**config.mk**
```make
export PLATFORM = sky130hd
export DESIGN_NAME = pfa_seq_adder_ctrl
export DESIGN_NICKNAME = d
export VERILOG_FILES = /design/src/rtl/pfa_seq_adder_ctrl.sv
export SDC_FILE = /design/constraint.sdc
export NUM_CORES = 1
export LEC_CHECK = 0
export CORE_AREA = 2 2 118 63
export DETAILED_ROUTE_END_ITERATION = 10
export DIE_AREA = 0 0 120 65
export PLACE_DENSITY = 0.62
export RECOVER_POWER = 50
export SYNTH_ARGS = -nofsm -noshare
export SYNTH_HDL_FRONTEND = slang
export SYNTH_SLANG_ARGS = --single-unit
```
**constraint.sdc**
```tcl
create_clock -name clk -period 5.8 [get_ports clk]
set_input_delay 0.87 -clock clk [delete_from_list [all_inputs] [get_ports clk]]
set_output_delay 0.87 -clock clk [all_outputs]
set_load 0.005 [all_outputs]
```
**src/rtl/pfa_seq_adder_ctrl.sv**
```systemverilog
// Multi-cycle adder: one SLICE-bit partial-full-adder slice reused over a WIDTH-bit word, LSB slice first.
// Optional subtract mode is enabled by defining PFA_SEQ_SUB_EN (adds the 'sub' input).
module pfa_seq_adder_ctrl #(
    parameter int WIDTH = 16,
    parameter int SLICE = 4
) (
    input  logic             clk,
    input  logic             rst,
    input  logic             start,
    input  logic [WIDTH-1:0] a,
    input  logic [WIDTH-1:0] b,
    input  logic             cin,
`ifdef PFA_SEQ_SUB_EN
    input  logic             sub,
`endif
    output logic             busy,
    output logic             done,
    output logic [WIDTH-1:0] sum,
    output logic             cout,
    output logic             ovf,
    output logic             zero,
    output logic             p_all
);

    localparam int NSLICE = WIDTH / SLICE;
    localparam int IDXW   = (NSLICE > 1) ? $clog2(NSLICE) : 1;
    localparam logic [IDXW-1:0] LAST_IDX = IDXW'(NSLICE - 1);

    typedef enum logic [1:0] {IDLE, RUN, DONE} state_t;

    state_t           state_reg, state_next;
    logic [WIDTH-1:0] a_reg, b_reg, sum_reg, sum_next;
    logic [IDXW-1:0]  idx_reg;
    logic             carry_reg, p_acc_reg;
    logic             cout_reg, ovf_reg, zero_reg, p_all_reg;

    logic [SLICE-1:0] sl_a, sl_b, sl_p, sl_g, sl_s;
    logic [SLICE:0]   c;
    logic             accept, last;
    logic [WIDTH-1:0] b_load;
    logic             c_load;

`ifdef PFA_SEQ_SUB_EN
    // Subtraction is a + ~b + 1; cout=1 then means no borrow.
    assign b_load = sub ? ~b : b;
    assign c_load = sub ? 1'b1 : cin;
`else
    assign b_load = b;
    assign c_load = cin;
`endif

    assign sl_a = a_reg[idx_reg*SLICE +: SLICE];
    assign sl_b = b_reg[idx_reg*SLICE +: SLICE];
    assign c[0] = carry_reg;

    generate
        for (genvar gi = 0; gi < SLICE; gi++) begin : g_pfa
            assign sl_p[gi]   = sl_a[gi] ^ sl_b[gi];
            assign sl_g[gi]   = sl_a[gi] & sl_b[gi];
            assign c[gi+1]    = sl_g[gi] | (sl_p[gi] & c[gi]);
            assign sl_s[gi]   = sl_p[gi] ^ c[gi];
        end
    endgenerate

    assign last = (idx_reg == LAST_IDX);

    always_comb begin
        sum_next = sum_reg;
        sum_next[idx_reg*SLICE +: SLICE] = sl_s;
    end

    always_comb begin
        state_next = state_reg;
        accept     = 1'b0;
        case (state_reg)
            IDLE: begin
                if (start) begin
                    accept     = 1'b1;
                    state_next = RUN;
                end
            end
            RUN: begin
                if (last) state_next = DONE;
            end
            DONE: begin
                accept     = start;
                state_next = start ? RUN : IDLE;
            end
            default: state_next = IDLE;
        endcase
    end

    always_ff @(posedge clk) begin
        if (rst) state_reg <= IDLE;
        else     state_reg <= state_next;
    end

    always_ff @(posedge clk) begin
        if (rst) begin
            a_reg     <= '0;
            b_reg     <= '0;
            sum_reg   <= '0;
            idx_reg   <= '0;
            carry_reg <= 1'b0;
            p_acc_reg <= 1'b0;
            cout_reg  <= 1'b0;
            ovf_reg   <= 1'b0;
            zero_reg  <= 1'b0;
            p_all_reg <= 1'b0;
        end else if (accept) begin
            a_reg     <= a;
            b_reg     <= b_load;
            idx_reg   <= '0;
            carry_reg <= c_load;
            p_acc_reg <= 1'b1;
        end else if (state_reg == RUN) begin
            sum_reg   <= sum_next;
            carry_reg <= c[SLICE];
            p_acc_reg <= p_acc_reg & (&sl_p);
            idx_reg   <= last ? '0 : idx_reg + 1'b1;
            // Flags only change on the final slice so they hold between operations.
            if (last) begin
                cout_reg  <= c[SLICE];
                ovf_reg   <= c[SLICE-1] ^ c[SLICE];
                p_all_reg <= p_acc_reg & (&sl_p);
                zero_reg  <= (sum_next == '0);
            end
        end
    end

    assign busy  = (state_reg == RUN);
    assign done  = (state_reg == DONE);
    assign sum   = sum_reg;
    assign cout  = cout_reg;
    assign ovf   = ovf_reg;
    assign zero  = zero_reg;
    assign p_all = p_all_reg;

endmodule
```
======== Word level (Yosys, flattened, before mapping) ========
Index checks and enable logic that the tools add are counted.
cells by class
  $add $sub $neg .......................... 2
  equal/unequal tests ..................... 5
  shift operators ......................... 4
  mux-type cells .......................... 12
  bitwise logic cells ..................... 23
  reductions and logical operators ........ 8
operators by type and width
  operator                                                number
  negation 4 -> 34 bit                                    1
  variable shift 4 x 34 -> 16 bit (first input constant)  1
  indexed part select 4 x 34 -> 16 bit                    1
  indexed part select 16 x 5 -> 4 bit                     2
  bitwise mux 16 bit                                      1
  zero test 16 bit                                        1
  AND 1 bit                                               9
  XOR 1 bit                                               9
  two-way mux 1 bit                                       6
  two-way mux 2 bit                                       3
  one-hot mux 2 bit (3 select lines)                      1
  == test 2 bit (second input constant)                   2
  bitwise OR 1 bit                                        4
  AND reduction 2 bit                                     2
  AND reduction 4 bit                                     1
  AND reduction 3 bit                                     1
  adder 2 x 1 -> 2 bit (second input constant)            1
  == test 2 x 1 -> 1 bit (second input constant)          1
  zero test 2 bit                                         1
  != test 2 x 1 -> 1 bit (second input constant)          1
  != test 2 bit (second input constant)                   1
  one-hot mux 1 bit (2 select lines)                      1
  nonzero test 2 bit                                      1
  OR reduction 2 bit                                      1
  inverter 1 bit                                          1
word-level totals
  flip-flop bits (word level) ............. 58
  input port bits ......................... 36
  output and inout bits ................... 22
  word-level logic and storage cells ...... 65

======== Logic depth before layout (Yosys ltp) ========
Gate-level depths: netlist of the first run.
  word-level depth ........................ 12
  gate-level depth with buffers ........... 12
  gate-level depth less buffers ........... 10

======== Worst setup path after synthesis of the first run ========
Ideal clock, no wire load.
  path type ............................... reg-to-reg
  from .................................... register idx_reg[1]
  to ...................................... register zero_reg (netlist: zero)
  arrival time ............................ 3.305 ns
  slack ................................... 2.379 ns
  stages on the path, launching flop included .. 12
  period minus slack after synthesis ...... 3.421 ns
  path through ............................ dfxtp_1 > clkbuf_1 > mux4_2 > fa_1 > inv_1 > fa_1 > fa_1 > fa_1 > and4b_1 > a2111oi_0 > a311oi_1 > a31o_2
on the way
  longest elaborated chain between the ends .. 12
  elaborated cells between the ends (all ways) .. 26
  those cells by class .................... add/sub (1); eq/ne (1); shift (4); mux (1); bitwise (17); reduce/logical (2)
ends and longest elaborated chain
  element                                                        line    text
  from (decl)                                                    33      logic [IDXW-1:0] idx_reg;
  from (signal assigned)                                         120     idx_reg <= last ? '0 : idx_reg + 1'b1;
  indexed part select 16 x 5 -> 4 bit, on equally long branches  52, 53
  XOR 1 bit                                                      58      assign sl_p[gi] = sl_a[gi] ^ sl_b[gi];
  AND 1 bit                                                      60      assign c[gi+1] = sl_g[gi] | (sl_p[gi] & c[gi]);
  bitwise OR 1 bit                                               60
  AND 1 bit                                                      60
  bitwise OR 1 bit                                               60
  AND 1 bit                                                      60
  bitwise OR 1 bit                                               60
  XOR 1 bit                                                      61      assign sl_s[gi] = sl_p[gi] ^ c[gi];
  indexed part select 4 x 34 -> 16 bit                           69      sum_next[idx_reg*SLICE +: SLICE] = sl_s;
  bitwise mux 16 bit                                             69
  zero test 16 bit                                               126     zero_reg <= (sum_next == '0);
  to (signal assigned)                                           126
  to (decl)                                                      35      logic cout_reg, ovf_reg, zero_reg, p_all_reg;
Parallel ways exist; a longest one is shown, timed or not.
A chain may end at the register's enable or synchronous reset.

======== Final worst setup path of the first run ========
  from .................................... register idx_reg[0]
  to ...................................... register zero_reg (netlist: zero)
Same word-level chain as after synthesis.

==> results of run 1 <==
-- area by class of cell --
cell class,count,area share [%]
Clock inverter,7,1.99
Clock buffer,9,6.39
Inverter,12,1.28
Timing Repair Buffer,57,16.1
Multi-Input combinational cell,210,37.9
Tap cell,96,3.41
Sequential cell,58,33.0
-- metal layers --
layer | routed length [um] | vias up | part of all wire [%]
li1 | - | 1127 | -
met1 | 3760 | 1104 | 56
met2 | 2500 | 65 | 37
met3 | 413 | 7 | 6.1
met4 | 59 | 0 | 0.88
met5 | 0 | - | 0
-- per-stage QoR --
| step | std cells | hold WS (ps) | cell area [um^2] | setup WS, ps | power [mW] |
|---|---|---|---|---|---|
| after floorplan | 300 | 433 | 2640 | 2380 | 0.521 |
| after global placement | 433 | 448 | 3230 | 2060 | 0.569 |
| after detailed placement | 433 | 448 | 3230 | 1950 | 0.572 |
| after CTS | 449 | 456 | 3520 | 1910 | 1.08 |
| after global routing | 449 | 483 | 3520 | 1640 | 1.12 |
| final | 449 | 457 | 3520 | 1940 | 1.08 |
-- critical path, cell delays in order, from the launching register on --
cell       delay [ps]
dfxtp_1           860
mux4_2            640
fa_1              390
inv_1              80
fa_1              170
fa_1              230
fa_1              540
and4b_1           240
a2111oi_0         270
a311oi_1           90
a31o_2            230
-- cell families (layout without fill, tap and decap cells) --
logic type      Yosys count  after routing  synth area share, %
compound gates           63             63                 15.0
xor+xnor                  1              1                0.332
fa+ha+maj                14             14                 7.79
buf+inv                  32             85                 5.22
flops                    58             58                 44.1
mux                       9              9                 7.22
simple gates            123            123                 20.4
-- Yosys cell counts --
library cell	count
and4bb_2	1
buf_1	2
clkbuf_1	11
nand2_1	71
nand2b_1	2
a311oi_1	1
nor4_1	4
mux2i_1	1
a2111oi_0	1
and2b_1	2
a211oi_1	3
clkbuf_2	1
nor2_1	26
mux4_2	8
a2bb2oi_1	15
nor2b_1	1
or4_4	1
a31o_2	1
fa_1	4
dfxtp_1	58
ha_1	10
buf_4	1
nand4_1	2
a21oi_1	39
buf_6	1
nor3b_1	2
inv_1	12
a31oi_1	1
o22ai_1	1
and4b_1	1
a22oi_1	1
buf_2	4
nor3_1	5
nand3_1	4
xnor2_1	1
nand3b_1	1
-- worst paths after layout --
kind | endpoint | slack [ps] | cells past startpoint
min reg2reg | b_reg[1] | 460 | 2
min | b_reg[1] | 460 | 2
max | zero | 1940 | 10
max reg2reg | zero | 1940 | 10
-- report_power, final --
part / switching [mW] / leakage (nW) / internal, mW
clock: 0.183 / 0.133 / 0.330
combinational: 0.0657 / 0.751 / 0.0671
sequential: 0.0148 / 0.473 / 0.416
total: 0.263 / 1.36 / 0.813
==> metrics list, run 1 <==
- Number of remaining DRC errors: 0
- For this run, the number of Yosys warnings is 0.
- Gates resized during post-CTS repair numbered 0.
- Across the whole layout, storage elements account for 1160 um^2.
- Detailed placement finished with a half-perimeter wire length of 4.80 mm.
- In the global route stage, overall resource usage came out at 18.6%.
- Averaged over all synthesized cells, the footprint is a little under 9 um^2.
* Detailed-route wire length: 6.74 mm
- Counting the buffers created by CTS gives 9.
* Pin count of the biggest net entering global routing: 60
- Count of endpoints failing setup in the final report: 0
* Number of fillers in the final layout: 637
* Via count of the first global-routing pass: between 2000 and 2500
- DR vias: 2303
* Most common cell after layout, fill and taps aside: nand2_1
- Pin slew with the least headroom to its limit: 1200 ps
- Maximum count of clock buffers along a single path: 2
- From left edge to right edge, the die measures between 100 and 150 um.
- Clock tree from TritonCTS: yes
- In the post-synthesis netlist, the biggest area contributors are dfxtp_1 (44%), nand2_1 (10%), a21oi_1 (7.4%).
- Start-to-end type of the worst setup path: register to register
- The synthesized netlist contains 36 unique library cells.
- Setup repair after global routing left no endpoint under its margin.
- Port buffering added 57 buffers.
- In the routed layout, each cell is associated on average with a via count of 5.13.
- Once the floorplan was initialized, standard cells occupied a little under two fifths of the core.
- The most critical setup path has its startpoint at idx_reg[0].
- The worst pin sits at a relative slew slack of between 20% and 30%.
- The die covers between 7000 and 8000 um^2.
- Number of antenna violations at the first check in global routing: 0
* Required time of the critical path: 6010 ps
* Final core area utilization: 51.0%
- The worst register-to-register path begins at idx_reg[0].
* Worst Setup End Kind: register
* H-tree lvl count: 3
- Number of max-cap violations: 0
- In this run the cell area of the synthesized design comes to 2640 um^2.
- The count of endpoints failing hold in the final timing report was 0.
- For this run the aggregate overflow at the end of global routing stands at 0.
- For the finished layout, the period the worst path requires is 3860 ps.
* Pwr/cell area: just over 300 nW/um^2
- STA classifies the critical path startpoint as a register.
- The worst hold path belongs to the class register to register.
- Count of hold-fix buffers inserted at cts: 0
- At the end of routability-driven placement, the weighted congestion stood at 0.809.
- Global-route wire length before repair: 11.1 mm
* Commonest cells after routing, fill and taps aside: nand2_1 (71), dfxtp_1 (58), a21oi_1 (39)
- The clock arrives with around 6.7 ps of skew.
- The detailed router finished its first iteration with 171 violations.
- Total count of max-transition violations in the final report: 0
- Clock transition at path regs: 60 ps
- Clock latency of the later-clocked register in the worst-skew pair: 320 ps
- Data on the critical path arrives at its endpoint at 4070 ps.
- Total Neg Setup Slack: 0 ps
- Result of the run: completed
- In the synthesized netlist, the number of instances is 300.
* Share of the clock period used by the worst path after layout: 66.6%
- Clock sinks: 58
* Met2 usage in global routing: 24.1%
- Post-CTS timing repair inserted 0 buffers for setup.
* Fraction of post-synthesis cell area in the top cell type by area: 44.1%
- Antenna diode instance count: 0
- Once detail routing completed, the nets flagged for antenna violations numbered 0.
- The startpoint identified for the worst hold timing path is b_reg[1].
- Crit path max fanout: 19
* Final net count: 398
- Die Y-Extent: roughly 65 um
- Biggest area consumer among synthesized cells: dfxtp_1
- Summed over all cells, the static leakage comes to 1.36 nW.
* Root cell of the clock tree: clkbuf_16
* Total I/O pin count: between 50 and 60
- For met3 alone, demand over resource in global routing was between 5 and 6%.
- Most used routing layer in global routing: met1
* Maximum clock frequency: 0.259 GHz
- The first detailed-routing pass took 4 iterations.
- GR Util met1: 28.7%
- Relative to the synthesized area, the layout overhead comes to 33.7%.
- Counting every net in the synthesized netlist gives 350.
- Share of the yosys chip area belonging to registers: ~44%
- Row count: 22
- In the final routed layout, each cell accounts on average for 15.0 um.
- Area occupied by multi-input gates: around 1300 um^2
* Maximum ir drop on the vdd rail: 178 uV
* Core region area: 6910 um^2
- Fraction of layout instances using a drive strength above 1: 7.93%
- Synthesis-stage register bit count: 58
(Power assumes the default switching activity.)
==> run 2, diff against run 1 <==
--- a/config.mk
+++ b/config.mk
@@ -8,7 +8,7 @@
 export CORE_AREA = 2 2 118 63
 export DETAILED_ROUTE_END_ITERATION = 10
 export DIE_AREA = 0 0 120 65
-export PLACE_DENSITY = 0.62
+export PLACE_DENSITY = 0.65
 export RECOVER_POWER = 50
 export SYNTH_ARGS = -nofsm -noshare
 export SYNTH_HDL_FRONTEND = slang
==> constraint.sdc (replaced) <==
create_clock -name clk -period 3.1 [get_ports clk]
set_input_delay 0.465 -clock clk [delete_from_list [all_inputs] [get_ports clk]]
set_output_delay 0.465 -clock clk [all_outputs]
set_load 0.005 [all_outputs]
==> metrics list, run 2 (same netlist as run 1, synthesis figures left out) <==
- Result of the run: finished with violations (was completed)
* Violated checks: max-capacitance violations, max-slew violations
* Root cell of the clock tree: clkbuf_16 (unchanged)
- The worst-case vdd ir drop was 221 uV (was 178 uV).
* Total count of max-transition violations in the final report: 38 (was 0)
- Slowest CP cell: mux4_2 (was dfxtp_1)
- The average detailed-routed wire length per instance was 14.7 um (was 15.0 um).
- Unrepaired setup endpoints after global routing: true (was false).
- Count of hold-fix buffers inserted at cts: 0 (unchanged)
- Port bufs: 57 (unchanged)
- The maximum frequency from static timing analysis was 0.335 GHz (was 0.259 GHz).
- The global-route met3 utilization came to 7.75% (was 5.81%).
- Final critical-path required period: 2980 ps (was 3860 ps)
- The clock tree from TritonCTS is yes (unchanged).
- Floorplan die width: 120 um (unchanged)
- The die area came to 7800 um^2 (unchanged).
- Setup Slack @ Placement: 54.4 ps (was 1950 ps)
* Critical path launch point type: register (unchanged)
* Required time of the critical path: 3320 ps (was 6010 ps)
- The startpoint-to-endpoint class of the critical path is register to register (unchanged).
- Maximum count of clock buffers along a single path: 2 (unchanged)
- The number of detailed-route iterations in the first pass was 4 (unchanged).
- Reported leakage power: 1.36 nW (about the same)
* CTS Buf Count: 9 (unchanged)
- Die Y-Extent: 65 um (unchanged)
* Final net count: 408 (was 398)
* Share of the clock period used by the worst path after layout: 96.2% (was 66.6%)
- CP peak stage delay: 530 ps (was 860 ps)
- H-tree lvl count: 3 (unchanged)
- The headroom to the max-slew limit was -1.88% (was 20.2%).
* Antenna diode instance count: 0 (unchanged)
- The count of pins on the block boundary is 58 (unchanged).
* Clock transition at path regs: 50 ps (was 60 ps)
* Pwr/cell area: 574 nW/um^2 (was 306 nW/um^2)
- The via-per-instance ratio was 4.97 (was 5.13).
- The detailed placer's ending HPWL was 4.88 mm (was 4.80 mm).
- The met1 usage in global routing was 28.3% (was 28.7%).
* Crit path max fanout: 5 (was 19)
* Clock skew after layout: 4.65 ps (was 6.68 ps)
- Detailed-route wire length: 6.72 mm (was 6.74 mm)
* Via count of the first global-routing pass: 2121 (was 2149)
- Number of antenna violations at the first check in global routing: 0 (unchanged)
- Global-route wire length before repair: 11.0 mm (was 11.1 mm)
- The all-layer global routing usage was 18.7% (was 18.6%).
* Count of endpoints failing setup in the final report: 0 (unchanged)
- Most common cell after layout, fill and taps aside: nand2_1 (unchanged)
* Hold Vio Cnt, Final: 0 (unchanged)
- Number of remaining DRC errors: 0 (unchanged)
* Setup ws final: 118 ps (was 1940 ps)
* Number of max-cap violations: 1 (was 0)
* Initial core utilization: 38.1% (unchanged)
- The remaining global-route overflow is 0 (unchanged).
* Pin slew with the least headroom to its limit: 1530 ps (was 1200 ps)
* RePlAce Congestion: 0.793 (was 0.809)
- The post-synthesis to final-layout area growth came to 38.3% (was 33.7%).
* Fraction of layout instances using a drive strength above 1: 12.2% (was 7.93%)
- The via count of the routed design came to 2278 (was 2303).
* Most used routing layer in global routing: met1 (unchanged)
* Total Neg Setup Slack: 0 ps (unchanged)
* Core region area: 6910 um^2 (unchanged)
- The post-detailed-route count of antenna-violating nets came to 0 (unchanged).
* Min-delay worst type: register to register (unchanged)
- The arrival time of data at the critical path endpoint is 3200 ps (was 4070 ps).
- Worst Setup End Kind: register (unchanged)
* Commonest cells after routing, fill and taps aside: nand2_1 (71), dfxtp_1 (56), clkdlybuf4s50_1 (52) (was nand2_1 (71), dfxtp_1 (58), a21oi_1 (39))
- Cell mode on critical path: fa_2 (was fa_1)
- The total clock sinks is 58 (unchanged).
- The violation count after the first detailed-route iteration came to 187 (was 171).
* Row count: 22 (unchanged)
- Critical path cell sequence: mux4_2 > fa_2 > inv_2 > fa_2 > fa_2 > fa_1 > and4b_1 > a2111oi_4 > a311oi_2 > a31o_2 (was mux4_2 > fa_1 > inv_1 > fa_1 > fa_1 > fa_1 > and4b_1 > a2111oi_0 > a311oi_1 > a31o_2)
- Met2 usage in global routing: 23.8% (was 24.1%)
* Pin count of the biggest net entering global routing: 38 (was 60)
- The clock insertion delay at the later pin of the skew report is 330 ps (was 320 ps).
-- run 2: changes by cell type in the layout (fill, tap and decap cells not counted), sizes merged --
| cell | delta |
|---|---|
| clkdlybuf4s50 | +18 |
| dlygate4sd3 | -18 |
| buf | +9 |
| clkinvlp | -3 |
| bufinv | +1 |
| clkbuf | +1 |
| clkinv | +1 |
-- run 2: worst max-delay path: cells and delay by family (launching register included) --
family	cells	cell delay (ps)
AND/OR/NAND/NOR	1	220
adder cells (fa/ha/maj)	4	1190
buffers and inverters	1	70
flip-flops	1	380
multiplexers	1	530
AO/OA/AOI/OAI	3	480
-- run 2: final cells by class --
class	count	area, um^2
Clock buffer	9	225
Multi-Input combinational cell	210	1370
Timing Repair Buffer	67	637
Sequential cell	58	1170
Inverter	12	45.0
Tap cell	96	120
Clock inverter	6	82.6
Fill cell	648	3260
-- run 2: metrics by stage --
| stage | power, mW | cell area, um^2 | cells | utilization [%] | hold slack [ps] |
|---|---|---|---|---|---|
| 2_1_floorplan | 0.982 | 2670 | 300 | - | 433 |
| 3_3_place_gp | 1.08 | 3310 | 442 | 47.9 | 446 |
| 3_5_place_dp | 1.08 | 3310 | 442 | 47.9 | 447 |
| 4_1_cts | 2.10 | 3620 | 457 | 52.4 | 455 |
| 5_1_grt | 2.17 | 3640 | 458 | 52.8 | 472 |
| 6_report | 2.09 | 3640 | 458 | 52.8 | 454 |
-- run 2: metal layers --
layer,vias to the layer above,part of all wire [%]
met5,-,0
met1,1049,53
met2,80,38
met4,0,0.83
met3,9,8.6
li1,1140,-
-- run 2: worst paths after layout --
path | start | end | slack (ps) | cells after the start
worst max-delay path | idx_reg[0] | zero | 120 | 10
worst min-delay path | b_reg[9] | b_reg[9] | 450 | 2
worst max register to register | idx_reg[0] | zero | 120 | 10
worst min register to register | b_reg[9] | b_reg[9] | 450 | 2
-- run 2: power by group --
group	switching, mW	leakage (nW)	internal (mW)	total, mW
combinational	0.134	0.735	0.140	0.273
sequential	0.0224	0.474	0.779	0.802
clock	0.326	0.151	0.692	1.02
-- run 2: what timing repair did --
item                       CTS  global route
buffers inserted             0             1
setup endpoints to repair    0             1
resized for setup            0             4
